==> src/rtl/and_seq_pkg.sv <==
// and_seq_pkg: shared opcodes, register codes, instruction fields and FSM states
package and_seq_pkg;
  localparam logic [3:0] OP_NOP  = 4'b0000;
  localparam logic [3:0] OP_AND  = 4'b0111;
  localparam logic [3:0] OP_HALT = 4'b1111;
  localparam logic [1:0] REG_AX = 2'b00;
  localparam logic [1:0] REG_BX = 2'b01;
  localparam logic [1:0] REG_CX = 2'b10;
  localparam logic [1:0] REG_DX = 2'b11;
  localparam int OP_LSB  = 4;
  localparam int DST_LSB = 2;
  localparam int SRC_LSB = 0;
  typedef enum logic [1:0] {IDLE, FETCH, EXEC, DONE} state_t;
  function automatic logic [3:0] op_of(input logic [7:0] w);
    return w[OP_LSB +: 4];
  endfunction
  function automatic logic [1:0] dst_of(input logic [7:0] w);
    return w[DST_LSB +: 2];
  endfunction
  function automatic logic [1:0] src_of(input logic [7:0] w);
    return w[SRC_LSB +: 2];
  endfunction
endpackage

==> src/rtl/and_seq_prog_mem.sv <==
// and_seq_prog_mem: program store with synchronous write and registered read, not reset
module and_seq_prog_mem #(
  parameter int DEPTH = 16,
  parameter int AW = 4
) (
  input  logic          clk,
  input  logic          we,
  input  logic [AW-1:0] waddr,
  input  logic [7:0]    wdata,
  input  logic [AW-1:0] raddr,
  output logic [7:0]    rdata
);
  logic [7:0] mem [DEPTH];
  // write port and registered read port share the clock; contents survive reset
  always_ff @(posedge clk) begin
    if (we) mem[waddr] <= wdata;
    rdata <= mem[raddr];
  end
endmodule

==> src/rtl/and_seq_issuer.sv <==
// and_seq_issuer: steps through program memory, drives the execute unit and writes back registers
module and_seq_issuer
  import and_seq_pkg::*;
#(
  parameter int PROG_DEPTH = 16,
  parameter int ADDR_W = 4
) (
  input  logic              clk,
  input  logic              rst_n,
  input  logic              load_en,
  input  logic [ADDR_W-1:0] load_addr,
  input  logic [7:0]        load_data,
  input  logic              rf_wr_en,
  input  logic [1:0]        rf_wr_sel,
  input  logic [1:0]        rf_wr_data,
  input  logic              start,
  output logic              busy,
  output logic              done,
  output logic [ADDR_W-1:0] pc,
  output logic [3:0]        kop,
  output logic [1:0]        sel_dst,
  output logic [1:0]        sel_src,
  output logic [1:0]        ax,
  output logic [1:0]        bx,
  output logic [1:0]        cx,
  output logic [1:0]        dx,
  input  logic [1:0]        ax_res,
  input  logic [1:0]        bx_res,
  input  logic [1:0]        cx_res,
  input  logic [1:0]        dx_res
);
  localparam logic [ADDR_W-1:0] LAST = ADDR_W'(PROG_DEPTH - 1);
  state_t state;
  logic [7:0] ir;
  logic [7:0] rdata;
  logic [ADDR_W-1:0] raddr;
  logic mem_we;
  logic in_exec;
  logic pre;
  assign in_exec = state == EXEC;
  // read address runs one step ahead so the word for pc is ready when FETCH samples it
  assign raddr = (state == IDLE) ? '0 : pc + {{(ADDR_W-1){1'b0}}, in_exec};
  assign mem_we = (state == IDLE) && load_en && !start;
  assign pre = (state == IDLE) && rf_wr_en && !start;
  assign kop = in_exec ? op_of(ir) : OP_NOP;
  assign sel_dst = in_exec ? dst_of(ir) : 2'b00;
  assign sel_src = in_exec ? src_of(ir) : 2'b00;
  and_seq_prog_mem #(.DEPTH(PROG_DEPTH), .AW(ADDR_W)) u_mem (
    .clk   (clk),
    .we    (mem_we),
    .waddr (load_addr),
    .wdata (load_data),
    .raddr (raddr),
    .rdata (rdata)
  );
  // sequencer: fetch/execute loop with registered busy/done and register writeback
  always_ff @(posedge clk or negedge rst_n) begin
    if (!rst_n) begin
      state <= IDLE;
      pc <= '0;
      ir <= '0;
      busy <= 1'b0;
      done <= 1'b0;
      ax <= '0;
      bx <= '0;
      cx <= '0;
      dx <= '0;
    end else begin
      done <= 1'b0;
      case (state)
        IDLE: begin
          if (start) begin
            state <= FETCH;
            pc <= '0;
            busy <= 1'b1;
          end
          if (pre) begin
            ax <= (rf_wr_sel == REG_AX) ? rf_wr_data : ax;
            bx <= (rf_wr_sel == REG_BX) ? rf_wr_data : bx;
            cx <= (rf_wr_sel == REG_CX) ? rf_wr_data : cx;
            dx <= (rf_wr_sel == REG_DX) ? rf_wr_data : dx;
          end
        end
        FETCH: begin
          ir <= rdata;
          state <= EXEC;
        end
        EXEC: begin
          if (op_of(ir) == OP_HALT) begin
            state <= DONE;
            busy <= 1'b0;
            done <= 1'b1;
          end else begin
            ax <= ax_res;
            bx <= bx_res;
            cx <= cx_res;
            dx <= dx_res;
            if (pc == LAST) begin
              state <= DONE;
              busy <= 1'b0;
              done <= 1'b1;
            end else begin
              pc <= pc + 1'b1;
              state <= FETCH;
            end
          end
        end
        DONE: state <= IDLE;
      endcase
    end
  end
endmodule

==> config.mk <==
export PLATFORM = sky130hd
export DESIGN_NAME = and_seq_issuer
export DESIGN_NICKNAME = d
export VERILOG_FILES = /design/src/rtl/and_seq_pkg.sv /design/src/rtl/and_seq_prog_mem.sv /design/src/rtl/and_seq_issuer.sv
export SDC_FILE = /design/constraint.sdc
export NUM_CORES = 1
export LEC_CHECK = 0
export CORE_MARGIN = 2
export CORE_UTILIZATION = 65
export CTS_BUF_LIST = sky130_fd_sc_hd__clkbuf_2
export CTS_CLUSTER_SIZE = 40
export DETAILED_ROUTE_END_ITERATION = 8
export PLACE_DENSITY = 0.83
export SLEW_MARGIN = 20
export SYNTH_ARGS = -nofsm -noshare
export SYNTH_HDL_FRONTEND = slang
export SYNTH_SLANG_ARGS = --single-unit
==> constraint.sdc <==
create_clock -name clk -period 6.6 [get_ports clk]
set_input_delay 0.99 -clock clk [delete_from_list [all_inputs] [get_ports clk]]
set_output_delay 0.99 -clock clk [all_outputs]
set_load 0.03 [all_outputs]
==> results.cfg, run 1 <==
[cells_and_area]
fill_cells = 833
syn_to_final_growth_pct = 8.45
nNetsFinal = 637
diodes = 0
instances_no_fill = 766
final_layout_size_suffix_gt1_frac = 0.132

[clock_network]
cts.clk_slew.worst_paths_ns = 0.25
cts-root-buf = clkbuf_2
post-cts-setup-buffer-count = 0
cts_resized = 0
cts_hold_buffers = 0
tritoncts = built
clk_latency_ns = 0.79
clock_sinks = 160
clock_path_buffers = 2
h-tree-depth = 4
cts_buffers = 17

[power]
clkPwrFrac = 0.165
p_int_w = 0.00201
vdd_drop_max_mv = 0.227
switching_share = 0.387
powerDensity_nw_per_um2 = 383
seq_power_share = 0.412
p_switching_w = 0.00127
p_comb_frac = 0.423
p_leak_nw = 2.81

[worst_setup_path]
crit_arrival_ns = 3.55
worstSetupStartpointType = flip-flop
cp_max_fo = 36
cp-end-kind = output port
cp.required_ns = 5.61
path_class = flip-flop to output port

[global_routing]
grt_max_degree = 60
grt_usage = 0.295
grt_pass1_vias = 5191
antenna_found_initial = 0
globalRouteOverflowTotal = 0
grt_pass1_wl_um = 28300

[yosys]
synth_top_family_by_area = multiplexers
synth_edf_count = 128
mappedNetlistNets = 604
postSynthAreaPerCell_um2 = 13.8
synth_top_cell_by_area = edfxtp_1
netlist.area_leader.share = 0.487
async_reset_ff_frac = 0.150
synth_mux_area_frac = 0.189
synth_cell_types = 61
synth_xor_area_frac = 0.00222
ys_top_cells_by_area = edfxtp_1 (49%), mux2i_1 (13%), dfrtp_1 (7.6%)
synth_seq_cells = 160
synth-main-ff-cell = edfxtp_1
synthSimpleGateAreaFrac = 0.0688
netlist_area_um2 = 7890
synthAdderAreaFrac = 0.00317
yosysSeqAreaShare = 0.584
synth_compound_area_frac = 0.110
syn_inst = 573
synth_warnings = 0

[placement]
port-buffer-count = 50
placedCellCount = 734
place_hpwl_um = 12300
gp_congestion = 0.931
dp_slack_ns = 2.96

[floorplan]
die_area_um2 = 13000
row_count = 40
core_um2 = 11900
start_util = 0.662
die_y_um = 114
pin_count = 51
die_x_um = 114

[drt]
drt-total-wl_um = 18200
drc = 0
wl_per_cell_um = 23.7
viasPerCell = 6.78
first_iter_violations = 598
first_pass_iters = 7
postRouteAntennaNets = 0
num_vias = 5194

[job]
cap_violations = 0

[timing]
setup_tns_ns = 0
maxSlewHeadroom = 0.266
fin_crit_ns = 4.54
hold_violations = 0
fmax_mhz = 220
fin_skew_ns = 0.0285
setup_viol = 0
holdWs_ns = 0.124
final.period_utilization = 0.687
slew_violations = 0
worst_slew_pin_slew_ns = 1.09
rsz0062_at_grt = no
final.setup.worst_slack_ns = 2.06

[run_status]
status = complete, no violations

[worst_hold_path]
hold_path_class = primary input to asynchronous set/reset pin
cells in the final DEF, fill, tap and decap left out, types with 4 or more instances in the layout:
cell	n
dfrtp_1	22
clkinv_4	4
a211o_1	4
nand2b_1	5
a21oi_1	32
o21a_1	5
o22ai_1	10
inv_6	4
dfxtp_1	8
a221oi_1	10
nand3_1	4
a22oi_1	4
nor3_1	4
o21ai_0	5
edfxtp_1	128
clkdlybuf4s50_1	49
o32a_1	5
nor2_1	34
inv_1	6
mux2i_1	102
o2111ai_1	7
o221ai_1	9
or2_2	4
nand2_1	19
and2_1	16
clkbuf_2	17
o211ai_1	14
buf_4	5
mux4_2	11
mux2_2	20
registers in the layout (all words and copies together), names as in the netlist:
| signal | flops |
|---|---|
| dx | 2 |
| ir | 8 |
| u_mem.rdata | 8 |
| state | 2 |
| done | 1 |
| u_mem.mem | 128 |
| cx | 2 |
| bx | 2 |
| ax | 2 |
| pc | 4 |
| busy | 1 |
cell usage after synthesis, types with 6 or more instances:
cell	count
a21oi_1	32
a221oi_1	10
and2_1	16
buf_2	9
buf_6	10
clkbuf_1	11
dfrtp_1	24
dfxtp_1	8
edfxtp_1	128
inv_1	6
mux2_2	20
mux2i_1	102
mux4_2	11
nand2_1	19
nor2_1	34
nor3_1	6
o2111ai_1	7
o211ai_1	14
o221ai_1	9
o22ai_1	10
worst paths after layout:
path / to / cells past startpoint / startpoint / slack, ns
max in group asynchronous: pc[0]$_DFFE_PN0P_ / 1 / rst_n / 6.06
setup / recovery: sel_src[0] / 5 / state[0]$_DFFE_PN0P_ / 2.06
setup reg to reg: u_mem.mem[0][4]$_DFFE_PP_ / 6 / state[0]$_DFFE_PN0P_ / 3.01
min in group clk: ir[4]$_DFFE_PN0N_ / 1 / u_mem.rdata[4]$_DFF_P_ / 0.48
hold reg to reg: ir[4]$_DFFE_PN0N_ / 1 / u_mem.rdata[4]$_DFF_P_ / 0.48
hold / removal: ir[4]$_DFFE_PN0N_ / 1 / rst_n / 0.12
power groups by stage:
stage | clock network [W] | registers (W) | logic [W]
3_3_place_gp | 0 | 0.00137 | 0.00133
3_5_place_dp | 0 | 0.00138 | 0.00137
5_1_grt | 0.000591 | 0.00137 | 0.00148
4_1_cts | 0.000549 | 0.00135 | 0.00137
6_report | 0.000540 | 0.00135 | 0.00139
2_1_floorplan | 0 | 0.00131 | 0.00114
critical path, cell delays in order, from the launching register on:
cell and delay (ns):
dfrtp_2 0.66, buf_4 0.37, nor2b_1 0.56, buf_4 0.32, and2_1 0.17, clkdlybuf4s50_1 0.67
metal layers:
| layer | wire [um] | up-vias | share of wire | global-route usage |
|---|---|---|---|---|
| met3 | 1550 | 50 | 0.085 | 0.0651 |
| met1 | 7500 | 2527 | 0.41 | 0.401 |
| met4 | 667 | 0 | 0.037 | 0.148 |
| li1 | - | 2324 | - | - |
| met5 | 0 | - | 0 | 0 |
| met2 | 8450 | 293 | 0.47 | 0.453 |
per-stage QoR:
step                      instance area (um^2)   util  total power, W
after floorplan                           7890      -         0.00244
after global placement                    8310  0.698         0.00270
after detailed placement                  8310  0.698         0.00274
after CTS                                 8550  0.718         0.00327
after global routing                      8560  0.718         0.00344
final                                     8560  0.718         0.00328
final cells by class:
class | instances | area [um^2] | share of cell area
clock buffer | 17 | 85.1 | 0.00994
inverter | 8 | 30.0 | 0.00351
multi-input combinational | 364 | 2960 | 0.346
clock inverter | 15 | 158 | 0.0184
timing repair buffer | 55 | 533 | 0.0623
sequential | 160 | 4610 | 0.539
tap | 147 | 184 | 0.0215
cell families after synthesis:
| kind of cell | after synthesis |
|---|---|
| flops | 160 |
| fa+ha+maj | 2 |
| buf+inv | 49 |
| compound gates | 120 |
| xor+xnor | 2 |
| mux | 133 |
| simple gates | 107 |
No activity file was read; power rests on OpenSTA's default activity.
==> run 2: changes to the inputs <==
--- a/config.mk
+++ b/config.mk
@@ -6,11 +6,11 @@
 export NUM_CORES = 1
 export LEC_CHECK = 0
 export CORE_MARGIN = 2
-export CORE_UTILIZATION = 65
+export CORE_UTILIZATION = 56
 export CTS_BUF_LIST = sky130_fd_sc_hd__clkbuf_2
 export CTS_CLUSTER_SIZE = 40
 export DETAILED_ROUTE_END_ITERATION = 8
-export PLACE_DENSITY = 0.83
+export PLACE_DENSITY = 0.76
 export SLEW_MARGIN = 20
 export SYNTH_ARGS = -nofsm -noshare
 export SYNTH_HDL_FRONTEND = slang
==> constraint.sdc (replaced) <==
create_clock -name clk -period 4 [get_ports clk]
set_input_delay 0.6 -clock clk [delete_from_list [all_inputs] [get_ports clk]]
set_output_delay 0.6 -clock clk [all_outputs]
set_load 0.03 [all_outputs]
==> run 2 against run 1 <==
Count of clock-buffer cells in the layout rose by 3. Critical path depth did not move. Setup slack got worse by 1.5 ns. Final cell count rose by 5.2%. Global-route usage fell by 3.4 points. Cell area rose by 0.47%. Non-clock buffer count rose by 7. Die area rose by 15%. Combinational power rose by 74%. First-iteration DRC count fell by 25%. Clock skew rose by 0.011 ns. Total power rose by 63%. Critical endpoint is now kop[3].
==> results.cfg, run 2 (same netlist as run 1, synthesis figures left out) <==
[timing]
fmax_mhz = 288
fin_crit_ns = 3.47
setup_tns_ns = 0
final.period_utilization = 0.868
hold_violations = 0
fin_skew_ns = 0.0393
setup_viol = 0
rsz0062_at_grt = no
slew_violations = 0
worst_slew_pin_slew_ns = 1.01
maxSlewHeadroom = 0.327

[global_routing]
grt_usage = 0.260
antenna_found_initial = 1
grt_pass1_vias = 5052
grt_pass1_wl_um = 28600
globalRouteOverflowTotal = 0
grt_max_degree = 70

[worst_setup_path]
cp-end-kind = output port
slowest_stage = clkdlybuf4s50_1
worst-path-stages = 5
cp.required_ns = 3.40
worstSetupStartpointType = flip-flop
path_buf_inv = 3
rrSetupSlack_ns = 0.80
cp_max_fo = 36
critPathMaxStageDelay_ns = 0.66
critical_path.top_delay_family = buffers and inverters
r2r_cells = 6
crit_arrival_ns = 2.87
crit_chain = buf_4 -> nor2b_1 -> buf_4 -> and2_1 -> clkdlybuf4s50_1
cp_common_cell = buf_4
path_class = flip-flop to output port

[cells_and_area]
final_layout_size_suffix_gt1_frac = 0.134
final_cell_mix = edfxtp_1 (128), mux2i_1 (102), clkdlybuf4s50_1 (49)
instances_no_fill = 806
fill_cells = 1019
nNetsFinal = 644
syn_to_final_growth_pct = 8.96
seq_area_um2 = 4610
layout_commonest_cell = edfxtp_1
multiInputGateArea_um2 = 2950
top_register = u_mem.mem
largestRegisters = u_mem.mem (128), ir (8), u_mem.rdata (8)
largest_register_ffs = 128

[floorplan]
die_area_um2 = 15100
start_util = 0.571
die_x_um = 123
die_y_um = 123
pin_count = 51
row_count = 43
core_um2 = 13800

[worst_hold_path]
hold_path_class = primary input to asynchronous set/reset pin

[clock_network]
cts.clk_slew.worst_paths_ns = 0.23
post-cts-setup-buffer-count = 0
clock_path_buffers = 2
tritoncts = built
clock_sinks = 160
h-tree-depth = 4
cts_buffers = 17
cts-root-buf = clkbuf_2
clk_latency_ns = 0.75

[drt]
drt-total-wl_um = 18500
drc = 0
first_iter_violations = 451
postRouteAntennaNets = 0
num_vias = 5188
wl_per_cell_um = 23.0
viasPerCell = 6.44
first_pass_iters = 8

[placement]
port-buffer-count = 50
place_hpwl_um = 12600
placedCellCount = 773
gp_congestion = 0.938

[power]
totalPowerFinal_w = 0.00534
powerDensity_nw_per_um2 = 621
p_leak_nw = 2.81
vdd_drop_max_mv = 0.397

[job]
cap_violations = 0

[run_status]
status = complete, no violations
run 2: cell count changes in the layout (fill, tap and decap cells not counted), sizes merged:
| cell | change |
|---|---|
| inv | -7 |
| buf | +6 |
| clkinvlp | +4 |
| clkbuf | +3 |
| bufinv | -1 |
| diode | +1 |
| dlygate4sd3 | +1 |
run 2: worst paths after layout:
check                                        from                     end
setup / recovery             state[1]$_DFFE_PN0P_                  kop[3]
hold / removal                              rst_n       pc[2]$_DFFE_PN0P_
setup reg to reg                pc[0]$_DFFE_PN0P_  u_mem.rdata[4]$_DFF_P_
hold reg to reg            u_mem.rdata[4]$_DFF_P_       ir[4]$_DFFE_PN0N_
max in group asynchronous                   rst_n       bx[1]$_DFFE_PN0P_
min in group clk                        ax_res[1]       ax[1]$_DFFE_PN0P_
run 2: through the flow:
step                setup slack, ns  hold WS (ns)  utilization  cell area, um^2
global placement              0.964         0.464        0.607             8400
floorplan                      1.38         0.304            -             7890
CTS                           0.522         0.398        0.621             8590
global route                  0.359         0.347        0.622             8600
finish                        0.527         0.321        0.622             8600
detailed placement            0.876         0.467        0.607             8400
run 2: area by class of cell:
type,instances,share of cell area
inverters,8,0.00349
multi-input cells,364,0.343
repair buffers,62,0.0684
diodes,1,0.000291
flip-flops and latches,160,0.536
clock inverters,11,0.0109
well taps,180,0.0262
clock buffers,20,0.0116
run 2: per-layer routing:
layer / vias to the layer above / GRT usage / part of all wire
met2: 246 / 0.424 / 0.49
met5: - / 0 / 0
met3: 38 / 0.0432 / 0.059
met4: 0 / 0.122 / 0.029
li1: 2329 / - / -
met1: 2575 / 0.341 / 0.42
run 2: power breakdown:
group | total (W) | internal, W | switching, W
clock network | 0.000778 | 0.000221 | 0.000558
logic | 0.00242 | 0.00107 | 0.00136
registers | 0.00214 | 0.00196 | 0.000171
run 2: timing repair:
action                    CTS  global route
hold buffers                0             1
hold endpoints to repair    0            24
gates resized for setup     0             0
